`config.mk`:
```
export PLATFORM = sky130hd
export DESIGN_NAME = miss_request_queue_flat
export DESIGN_NICKNAME = d
export VERILOG_FILES = /design/src/rtl/miss_request_queue_if.sv /design/src/rtl/miss_request_queue.sv /design/src/flat_wrapper.sv
export SDC_FILE = /design/constraint.sdc
export NUM_CORES = 1
export LEC_CHECK = 0
export BUFFER_PORTS_ARGS = -buffer_cell sky130_fd_sc_hd__buf_2
export CORE_AREA = 2 2 241 243
export CTS_CLUSTER_SIZE = 25
export DETAILED_ROUTE_END_ITERATION = 10
export DIE_AREA = 0 0 243 245
export PLACE_DENSITY_LB_ADDON = 0.25
export SETUP_SLACK_MARGIN = 0.1
export SYNTH_ARGS = -nofsm -noshare
export SYNTH_HDL_FRONTEND = slang
export SYNTH_SLANG_ARGS = --single-unit
```
`constraint.sdc`:
```
create_clock -name clk -period 2.4 [get_ports clk]
set_input_delay 0.48 -clock clk [delete_from_list [all_inputs] [get_ports clk]]
set_output_delay 0.48 -clock clk [all_outputs]
set_load 0.02 [all_outputs]
```
`src/rtl/miss_request_queue_if.sv`:
```
// Miss/memory/fill handshake bundle for miss_request_queue.
// The slave modport is the queue; the master is the cache and memory side.
interface miss_request_queue_if #(
  parameter int ADDR_BITS   = 32,
  parameter int BLOCK_WIDTH = 256,
  parameter int DEPTH       = 4
);
  logic                         miss_valid;
  logic [ADDR_BITS-1:0]         miss_address;
  logic                         miss_ready;
  logic                         miss_merged;
  logic                         mem_req_valid;
  logic                         mem_req_ready;
  logic [ADDR_BITS-1:0]         mem_req_address;
  logic                         mem_resp_valid;
  logic [BLOCK_WIDTH-1:0]       mem_resp_data;
  logic                         fill_valid;
  logic [ADDR_BITS-1:0]         fill_address;
  logic [BLOCK_WIDTH-1:0]       fill_data;
  logic [$clog2(DEPTH+1)-1:0]   count;
  logic                         busy;

  modport master (
    output miss_valid, miss_address, mem_req_ready, mem_resp_valid, mem_resp_data,
    input  miss_ready, miss_merged, mem_req_valid, mem_req_address,
    input  fill_valid, fill_address, fill_data, count, busy
  );

  modport slave (
    input  miss_valid, miss_address, mem_req_ready, mem_resp_valid, mem_resp_data,
    output miss_ready, miss_merged, mem_req_valid, mem_req_address,
    output fill_valid, fill_address, fill_data, count, busy
  );
endinterface

```
`src/rtl/miss_request_queue.sv`:
```
// Outstanding block-miss FIFO issuing one fetch at a time and a one-cycle fill pulse.
// Define MRQ_MERGE_EN to merge secondary misses into pending entries.
module miss_request_queue #(
  parameter int ADDR_BITS      = 32,
  parameter int BLOCK_ID_START = 5,
  parameter int BLOCK_WIDTH    = 256,
  parameter int DEPTH          = 4
) (
  input  logic                 clk,
  input  logic                 rst,
  miss_request_queue_if.slave  bus
);
  localparam int IDW = ADDR_BITS - BLOCK_ID_START;
  localparam int PW  = $clog2(DEPTH);
  localparam int CW  = $clog2(DEPTH + 1);

  typedef enum logic [1:0] {IDLE, REQ, WAIT, FILL} state_t;

  state_t                 state_q;
  logic [IDW-1:0]         blk_q [DEPTH];
  logic [DEPTH-1:0]       vld_q;
  logic [PW-1:0]          head_q, tail_q;
  logic [CW-1:0]          count_q, count_d;
  logic                   mem_req_valid_q;
  logic [ADDR_BITS-1:0]   mem_req_address_q;
  logic                   fill_valid_q;
  logic [ADDR_BITS-1:0]   fill_address_q;
  logic [BLOCK_WIDTH-1:0] fill_data_q;

  logic [IDW-1:0]         miss_blk;
  logic                   merge_hit, push, pop;
  logic [PW-1:0]          head_nx;
  logic [IDW-1:0]         next_blk;
  logic [ADDR_BITS-1:0]   head_addr, next_addr;

  assign miss_blk = bus.miss_address[ADDR_BITS-1:BLOCK_ID_START];
  wire unused_offset = ^bus.miss_address[BLOCK_ID_START-1:0];

`ifdef MRQ_MERGE_EN
  // The head being filled this cycle is about to retire, so it cannot absorb a miss.
  always_comb begin
    merge_hit = 1'b0;
    for (int i = 0; i < DEPTH; i++) begin
      if (vld_q[i] && blk_q[i] == miss_blk && !(state_q == FILL && PW'(i) == head_q))
        merge_hit = 1'b1;
    end
  end
`else
  assign merge_hit = 1'b0;
  wire unused_vld = ^vld_q;
`endif

  assign push = bus.miss_valid & ~merge_hit & (count_q != CW'(DEPTH));
  assign pop  = (state_q == FILL);

  assign bus.miss_ready  = bus.miss_valid & (merge_hit | (count_q != CW'(DEPTH)));
  assign bus.miss_merged = bus.miss_valid & merge_hit;

  always_comb begin
    count_d = count_q;
    if (push && !pop)      count_d = count_q + 1'b1;
    else if (!push && pop) count_d = count_q - 1'b1;
  end

  // A miss pushed during FILL into a one-entry queue lands exactly at the new head.
  assign head_nx   = head_q + 1'b1;
  assign next_blk  = (push && tail_q == head_nx) ? miss_blk : blk_q[head_nx];
  assign head_addr = {blk_q[head_q], {BLOCK_ID_START{1'b0}}};
  assign next_addr = {next_blk, {BLOCK_ID_START{1'b0}}};

  always_ff @(posedge clk) begin
    if (push) blk_q[tail_q] <= miss_blk;
  end

  always_ff @(posedge clk) begin
    if (rst) begin
      vld_q   <= '0;
      head_q  <= '0;
      tail_q  <= '0;
      count_q <= '0;
    end else begin
      if (push) begin
        vld_q[tail_q] <= 1'b1;
        tail_q        <= tail_q + 1'b1;
      end
      if (pop) begin
        vld_q[head_q] <= 1'b0;
        head_q        <= head_nx;
      end
      count_q <= count_d;
    end
  end

  always_ff @(posedge clk) begin
    if (rst) begin
      state_q           <= IDLE;
      mem_req_valid_q   <= 1'b0;
      mem_req_address_q <= '0;
      fill_valid_q      <= 1'b0;
      fill_address_q    <= '0;
      fill_data_q       <= '0;
    end else begin
      fill_valid_q <= 1'b0;
      case (state_q)
        IDLE: if (count_q != '0) begin
          state_q           <= REQ;
          mem_req_valid_q   <= 1'b1;
          mem_req_address_q <= head_addr;
        end
        REQ: if (bus.mem_req_ready) begin
          state_q         <= WAIT;
          mem_req_valid_q <= 1'b0;
        end
        WAIT: if (bus.mem_resp_valid) begin
          state_q        <= FILL;
          fill_valid_q   <= 1'b1;
          fill_address_q <= head_addr;
          fill_data_q    <= bus.mem_resp_data;
        end
        FILL: if (count_d != '0) begin
          state_q           <= REQ;
          mem_req_valid_q   <= 1'b1;
          mem_req_address_q <= next_addr;
        end else begin
          state_q <= IDLE;
        end
        default: state_q <= IDLE;
      endcase
    end
  end

  assign bus.mem_req_valid   = mem_req_valid_q;
  assign bus.mem_req_address = mem_req_address_q;
  assign bus.fill_valid      = fill_valid_q;
  assign bus.fill_address    = fill_address_q;
  assign bus.fill_data       = fill_data_q;
  assign bus.count           = count_q;
  assign bus.busy            = (count_q != '0);
endmodule

```
`src/flat_wrapper.sv`:
```
// flat-port wrapper written by rule: the top's interface ports become plain ports
module miss_request_queue_flat 
#(
  parameter int ADDR_BITS      = 32,
  parameter int BLOCK_ID_START = 5,
  parameter int BLOCK_WIDTH    = 256,
  parameter int DEPTH          = 4
)
  (clk, rst, bus_miss_valid, bus_miss_address, bus_mem_req_ready, bus_mem_resp_valid, bus_mem_resp_data, bus_miss_ready, bus_miss_merged, bus_mem_req_valid, bus_mem_req_address, bus_fill_valid, bus_fill_address, bus_fill_data, bus_count, bus_busy);
  miss_request_queue_if #(.ADDR_BITS(ADDR_BITS), .BLOCK_WIDTH(BLOCK_WIDTH), .DEPTH(DEPTH)) bus_i ();
  input  logic clk;
  input  logic rst;
  input wire logic [$bits(bus_i.miss_valid)-1:0] bus_miss_valid;
  input wire logic [$bits(bus_i.miss_address)-1:0] bus_miss_address;
  input wire logic [$bits(bus_i.mem_req_ready)-1:0] bus_mem_req_ready;
  input wire logic [$bits(bus_i.mem_resp_valid)-1:0] bus_mem_resp_valid;
  input wire logic [$bits(bus_i.mem_resp_data)-1:0] bus_mem_resp_data;
  output wire logic [$bits(bus_i.miss_ready)-1:0] bus_miss_ready;
  output wire logic [$bits(bus_i.miss_merged)-1:0] bus_miss_merged;
  output wire logic [$bits(bus_i.mem_req_valid)-1:0] bus_mem_req_valid;
  output wire logic [$bits(bus_i.mem_req_address)-1:0] bus_mem_req_address;
  output wire logic [$bits(bus_i.fill_valid)-1:0] bus_fill_valid;
  output wire logic [$bits(bus_i.fill_address)-1:0] bus_fill_address;
  output wire logic [$bits(bus_i.fill_data)-1:0] bus_fill_data;
  output wire logic [$bits(bus_i.count)-1:0] bus_count;
  output wire logic [$bits(bus_i.busy)-1:0] bus_busy;
  assign bus_i.miss_valid = bus_miss_valid;
  assign bus_i.miss_address = bus_miss_address;
  assign bus_i.mem_req_ready = bus_mem_req_ready;
  assign bus_i.mem_resp_valid = bus_mem_resp_valid;
  assign bus_i.mem_resp_data = bus_mem_resp_data;
  assign bus_miss_ready = bus_i.miss_ready;
  assign bus_miss_merged = bus_i.miss_merged;
  assign bus_mem_req_valid = bus_i.mem_req_valid;
  assign bus_mem_req_address = bus_i.mem_req_address;
  assign bus_fill_valid = bus_i.fill_valid;
  assign bus_fill_address = bus_i.fill_address;
  assign bus_fill_data = bus_i.fill_data;
  assign bus_count = bus_i.count;
  assign bus_busy = bus_i.busy;
  miss_request_queue #(.ADDR_BITS(ADDR_BITS), .BLOCK_ID_START(BLOCK_ID_START), .BLOCK_WIDTH(BLOCK_WIDTH), .DEPTH(DEPTH)) u_core (.clk(clk), .rst(rst), .bus(bus_i));
endmodule
```
# == Word-level counts from Yosys, hierarchy flattened ==
# Memories as Yosys holds them, arrays and structs flattened. A register that Yosys moved wholly into a read port is not among the register bits.
# Index checks and enable logic that the tools add are counted.
# classes
n_mux,20
n_div,0
add_sub_neg,4
bitwise,2
n_lt_le_gt_ge,0
mul,0
n_reduce_logical,15
n_eq_ne,9
shifts,0
# ops
op,n
32-bit two-way mux,2
32-bit case mux with 2 select lines,1
27-bit two-way mux,1
2-bit two-way mux,5
3-bit nonzero test,3
2-bit != test (second input constant),4
2-bit case mux with 4 select lines,1
1-bit two-way mux,7
3-bit two-way mux,2
3-bit AND reduction,2
2-bit by 1-bit adder with 2-bit output (second input constant),2
2-bit equality test (second input constant),2
4-bit AND reduction,1
3-bit by 1-bit adder with 3-bit output (second input constant),1
1-bit logical AND,3
3-bit != test (second input constant),1
1-bit case mux with 3 select lines,1
3-bit by 1-bit subtractor with 3-bit output (second input constant),1
2-bit by 1-bit equality test with 1-bit output (second input constant),1
2-bit equality test,1
1-bit zero test,2
2-bit zero test,1
2-bit AND reduction,1
2-bit nonzero test,1
3 further kinds,3
# word_totals
memories,1
mem_bits_ro,0
ram_bits,108
latch_bits,0
inputBits,293
reg_bits,326
output_inout_bits,328
# mem_list
memory,words,width,read_ports,rd_clocked_by_memory_dff,write_ports,line,text
u_core.blk_q,4,27,2,1,1,miss_request_queue.sv:20,logic [IDW-1:0] blk_q [DEPTH];

# == Logic depth before layout (Yosys ltp) ==
# logic_depth
word_depth,9
ltp_mapped,9
depth_no_buf,7

# == Worst setup path before layout ==
# OpenSTA, ideal clock, no wires.
# synth_path
path_type,register -> register
from,"reg u_core.count_q[0], in the netlist u_core.bus.count[0]"
to,"mem u_core.blk_q[1][0] in the netlist's numbering, enable pin"
path_stages_with_launch,6
synth_period_minus_slack_ns,2.641
slack_ns,-0.241
arrival_ns,2.255
setup_ns,0.386
path_cell_list,dfxtp_1 inv_1 ha_1 a21boi_4 buf_1 and2_1
# synth_via
elab_chain_len,4
# synth_rtl
item,line,text
from (decl),miss_request_queue.sv:23,"logic [CW-1:0] count_q, count_d;"
from (signal assigned),miss_request_queue.sv:90,count_q <= count_d;
3-bit != test,--,
1-bit bitwise AND,--,
net bus_miss_ready,flat_wrapper.sv:18,output wire logic [$bits(bus_i.miss_ready)-1:0] bus_miss_ready;
1-bit two-way mux,miss_request_queue.sv:72,if (push) blk_q[tail_q] <= miss_blk;
1-bit two-way mux (not written as such),miss_request_queue.sv:72,
to (decl),miss_request_queue.sv:20,
# The timed path passes the listed nets, and every way through them passes these cells.

# == Final worst setup path ==
# layout_path
from,"reg u_core.count_q[1], in the netlist u_core.bus.count[1]"
to,"reg u_core.mem_req_address_q[20], in the netlist u_core.bus.mem_req_address[20]"
# layout_via
elab_chain_len,9
word_cells_on_any_way,18
# layout_rtl
item,line,text
3-bit != test,miss_request_queue.sv:53,assign push = bus.miss_valid & ~merge_hit & (count_q != CW'(DEPTH));
1-bit bitwise AND,miss_request_queue.sv:53,
1-bit zero test,miss_request_queue.sv:62,else if (!push && pop) count_d = count_q - 1'b1;
1-bit logical AND,miss_request_queue.sv:62,
3-bit two-way mux,miss_request_queue.sv:62,
3-bit two-way mux,miss_request_queue.sv:61,if (push && !pop) count_d = count_q + 1'b1;
3-bit nonzero test,miss_request_queue.sv:120,FILL: if (count_d != '0) begin
2-bit != test (no source line),--,
3-bit AND reduction (no source line),--,
to (signal assigned),miss_request_queue.sv:108,mem_req_address_q <= head_addr;
to (signal assigned),miss_request_queue.sv:123,mem_req_address_q <= next_addr;
to (decl),miss_request_queue.sv:25,logic [ADDR_BITS-1:0] mem_req_address_q;
# Several ways; a longest one is shown, not always the timed one. The select of a mux whose other input is x is not followed.
# A chain may end at the register's enable or synchronous reset.

==> qor.txt <==
RUN
--------------------------------------------------------------------------------
Max-cap violations                                                             0

WORST HOLD PATH
--------------------------------------------------------------------------------
Path category of the worst min-delay check                                in2reg

SYNTHESIS
--------------------------------------------------------------------------------
Number of flops mapped to enable cells by yosys                              108
Synthesis-stage register bit count                                           431
Dominant synthesized flop cell                                           dfxtp_1
Largest cells by area after synthesis                               dfxtp_1, edfxtp_1, nand2_1, a21oi_1, mux4_2
Count of synthesis-stage warnings from yosys                                   0
Sequential-to-total area share from yosys stat                             59.1%
Cell type with the largest total area after synthesis                    dfxtp_1
Post-synthesis instance area                                        0.0164 sq mm
Top-area cell type share of the netlist area                               39.4%
Cell variety after synth                                                      36
Syn Area/Cell                                                         9.89 sq um
Fraction of registers with async set/reset                                    0%
Count of mapped cells out of synthesis                                     1,660

ROUTING
--------------------------------------------------------------------------------
Routed vias/inst                                                            4.68
Total number of vias                                                      14,281
Routed wire length                                                       57.4 mm
Length of the first detailed-routing pass in iterations                        5
Number of nets with antenna violations after detailed routing                  0
DRC Markers                                                                    0
Initial DRC Count                                                            894
Wirelength per Cell                                                 18.8 microns

CRITICAL PATH
--------------------------------------------------------------------------------
FF-to-FF setup slack                                                      180 ps
Depth of the worst register-to-register path                                  10
Data required time at the worst endpoint                                 2860 ps
Crit Path Category                                                       reg2reg
FF-to-FF End                                                        u_core.bus.mem_req_address[20]
Arrival time reported for the critical path endpoint                     2680 ps
Capturing element of the worst setup path                           u_core.bus.mem_req_address[20]
Critical path launch point type                                             flop
Worst reg2reg path startpoint                                       u_core.bus.count[1]
Crit path max fanout                                                          27
Sort of element at the end of the critical path                             flop
Start point of the critical path                                    u_core.bus.count[1]

FINAL LAYOUT
--------------------------------------------------------------------------------
Total number of nets in the final design                                   2,538
Final standard cell count with taps included and fillers excluded          3,049
Fraction of final layout cells sized beyond drive strength 1               35.2%
Most common cell after layout, fill and taps aside                         buf_2
Final design instance area without fill                             0.0222 sq mm
Layout area overhead                                                       35.0%
Highest-count cells in the layout ignoring fill and taps            buf_2, nand2_1, dfxtp_1
Post-route core utilization                                                38.9%
Final-layout fill cell count                                               5,808

FLOORPLANNING
--------------------------------------------------------------------------------
Die footprint                                                       0.0595 sq mm
Number of top-level pins                                                     621
Core area                                                           0.0570 sq mm
Initial core utilization                                                   28.8%
Vertical die dimension                                               245 microns
Die outline width                                                    243 microns
Number of rows in the core area                                               88

TIMING
--------------------------------------------------------------------------------
Maximum clock frequency                                                  451 MHz
Relative max-transition margin                                             28.4%
Unrepaired setup endpoints after global routing                              yes
Setup-violating endpoint count in the final report                             0
Final worst-path cycle share                                               92.3%
Count of endpoints failing hold in the final timing report                     0
Worst hold slack across all endpoints                                     133 ps
Shortest period the worst path allows                                    2220 ps
Max-slew violation count                                                       0
Worst clock skew                                                         13.6 ps
Worst-margin pin slew                                                    1070 ps

PLACE
--------------------------------------------------------------------------------
HPWL after detailed placement                                            40.2 mm
Post-Place Cell Area                                                0.0204 sq mm
Count of input and output buffers                                            604
Instance count after placement with tap cells included                     2,944
Placer Congestion                                                          0.879

CLOCKING
--------------------------------------------------------------------------------
Clk root buf                                                           clkbuf_16
Sink count of the clock tree                                                 431
Number of H-tree branching levels                                              2
Number of buffers created by CTS                                              49
Deepest clock path buffer count                                                3
TritonCTS clock tree                                                       built
Clock-pin transition on the worst setup and hold timing paths              60 ps
Worst skew pair latency                                                   580 ps

GLOBAL ROUTE
--------------------------------------------------------------------------------
All-layer global routing usage                                             18.3%
GRT Residual Overflow                                                          0
Wire length of the first global-routing pass                             83.5 mm
Antenna violations before repair                                              35
Maximum number of pins on one net before global-route repair                 186
Number of global-route vias before repair                                 13,766

PWR
--------------------------------------------------------------------------------
Power consumption                                                      21,900 uW
Static leakage                                                        0.00926 uW
Worst-case vdd ir drop                                                  0.739 mV
Pwr per Cell Area                                                    989 mW/mm^2

OUTCOME
--------------------------------------------------------------------------------
Result of the run                                                   complete, no violations

metal layers:
layer / track usage (%) / wire length, microns / up-vias / part of all wire (%)
li1: - / - / 6770 / -
met1: 20.4 / 21800 / 6828 / 38
met3: 5.90 / 4670 / 141 / 8.1
met5: 0 / 111 / - / 0.19
met2: 31.5 / 28600 / 524 / 50
met4: 8.66 / 2190 / 18 / 3.8
cell families after synthesis:
kind of cell	share of synthesized area, %
fa+ha+maj	0.838
mux	9.23
simple gates	14.7
other cells	0.0228
flops	59.1
buf+inv	3.86
xor+xnor	0.457
compound gates	11.7
sequential cells by signal, indices dropped and copies added, names as in the netlist, named ones only:
| name | cells |
|---|---|
| u_core.bus.fill_data | 256 |
| u_core.blk_q | 108 |
| u_core.bus.fill_address | 27 |
| u_core.bus.mem_req_address | 27 |
| u_core.bus.count | 3 |
| u_core.head_q | 2 |
| u_core.state_q | 2 |
| u_core.tail_q | 2 |
| u_core.bus.fill_valid | 1 |
| u_core.bus.mem_req_valid | 1 |
report_power, final:
group | internal (uW) | total (uW) | switching [uW]
registers | 8330 | 8830 | 499
clock network | 4650 | 7730 | 3080
logic | 1970 | 5370 | 3400
total | 14900 | 21900 | 6970
how the worst min path moves through the flow:
stage                                    startpoint                         to  slack (ps)  cells after the start
final                        bus_mem_resp_data[171]  u_core.bus.fill_data[171]         130                      3
after global routing          bus_mem_resp_data[51]   u_core.bus.fill_data[51]         100                      3
after CTS                     bus_mem_resp_data[51]   u_core.bus.fill_data[51]          80                      3
after detailed placement   u_core.bus.fill_data[71]   u_core.bus.fill_data[71]         440                      2
after global placement    u_core.bus.fill_data[113]  u_core.bus.fill_data[113]         440                      2
after floorplan                   u_core.state_q[1]          u_core.state_q[1]         530                      2
worst max-delay path, cell delays in order, from the launching register on:
cell	delay [ps]
dfxtp_2	310
inv_1	110
buf_4	140
ha_2	200
nand3b_1	110
a21oi_2	240
a2111oi_4	90
buf_4	160
o31a_1	300
buf_12	180
a22o_1	240
through the flow:
stage | worst slack (ps) | setup TNS (ps)
2_1_floorplan | 131 | 0
3_3_place_gp | -210 | -4240
3_5_place_dp | -263 | -5600
4_1_cts | 114 | 0
5_1_grt | 62.0 | 0
6_report | 184 | 0
cell usage after synthesis, types with 6 or more instances:
| library cell | number |
|---|---|
| dfxtp_1 | 323 |
| inv_1 | 11 |
| ha_1 | 11 |
| buf_4 | 14 |
| clkbuf_1 | 106 |
| buf_2 | 9 |
| and2_1 | 6 |
| nand2_1 | 568 |
| a21oi_1 | 317 |
| edfxtp_1 | 108 |
| mux4_2 | 54 |
| mux2i_1 | 30 |
| a22o_1 | 27 |
| nor2_1 | 43 |
what timing repair did:
item	in CTS	in global routing
pin swaps	2	2
hold buffers	0	0
buffers inserted	3	1
setup endpoints to repair	28	28
hold endpoints to repair	0	0
gates resized for setup	2	6
final cells by class:
type / instances / area [sq um] / area share (%)
diodes: 12 / 30.0 / 0.135
clock inverters: 17 / 173 / 0.779
clock buffers: 72 / 1500 / 6.76
repair buffers: 648 / 3570 / 16.1
multi-input cells: 1093 / 6180 / 27.9
flip-flops and latches: 431 / 9710 / 43.8
inverters: 11 / 41.3 / 0.186
well taps: 765 / 957 / 4.32
(Power assumes the default switching activity.)
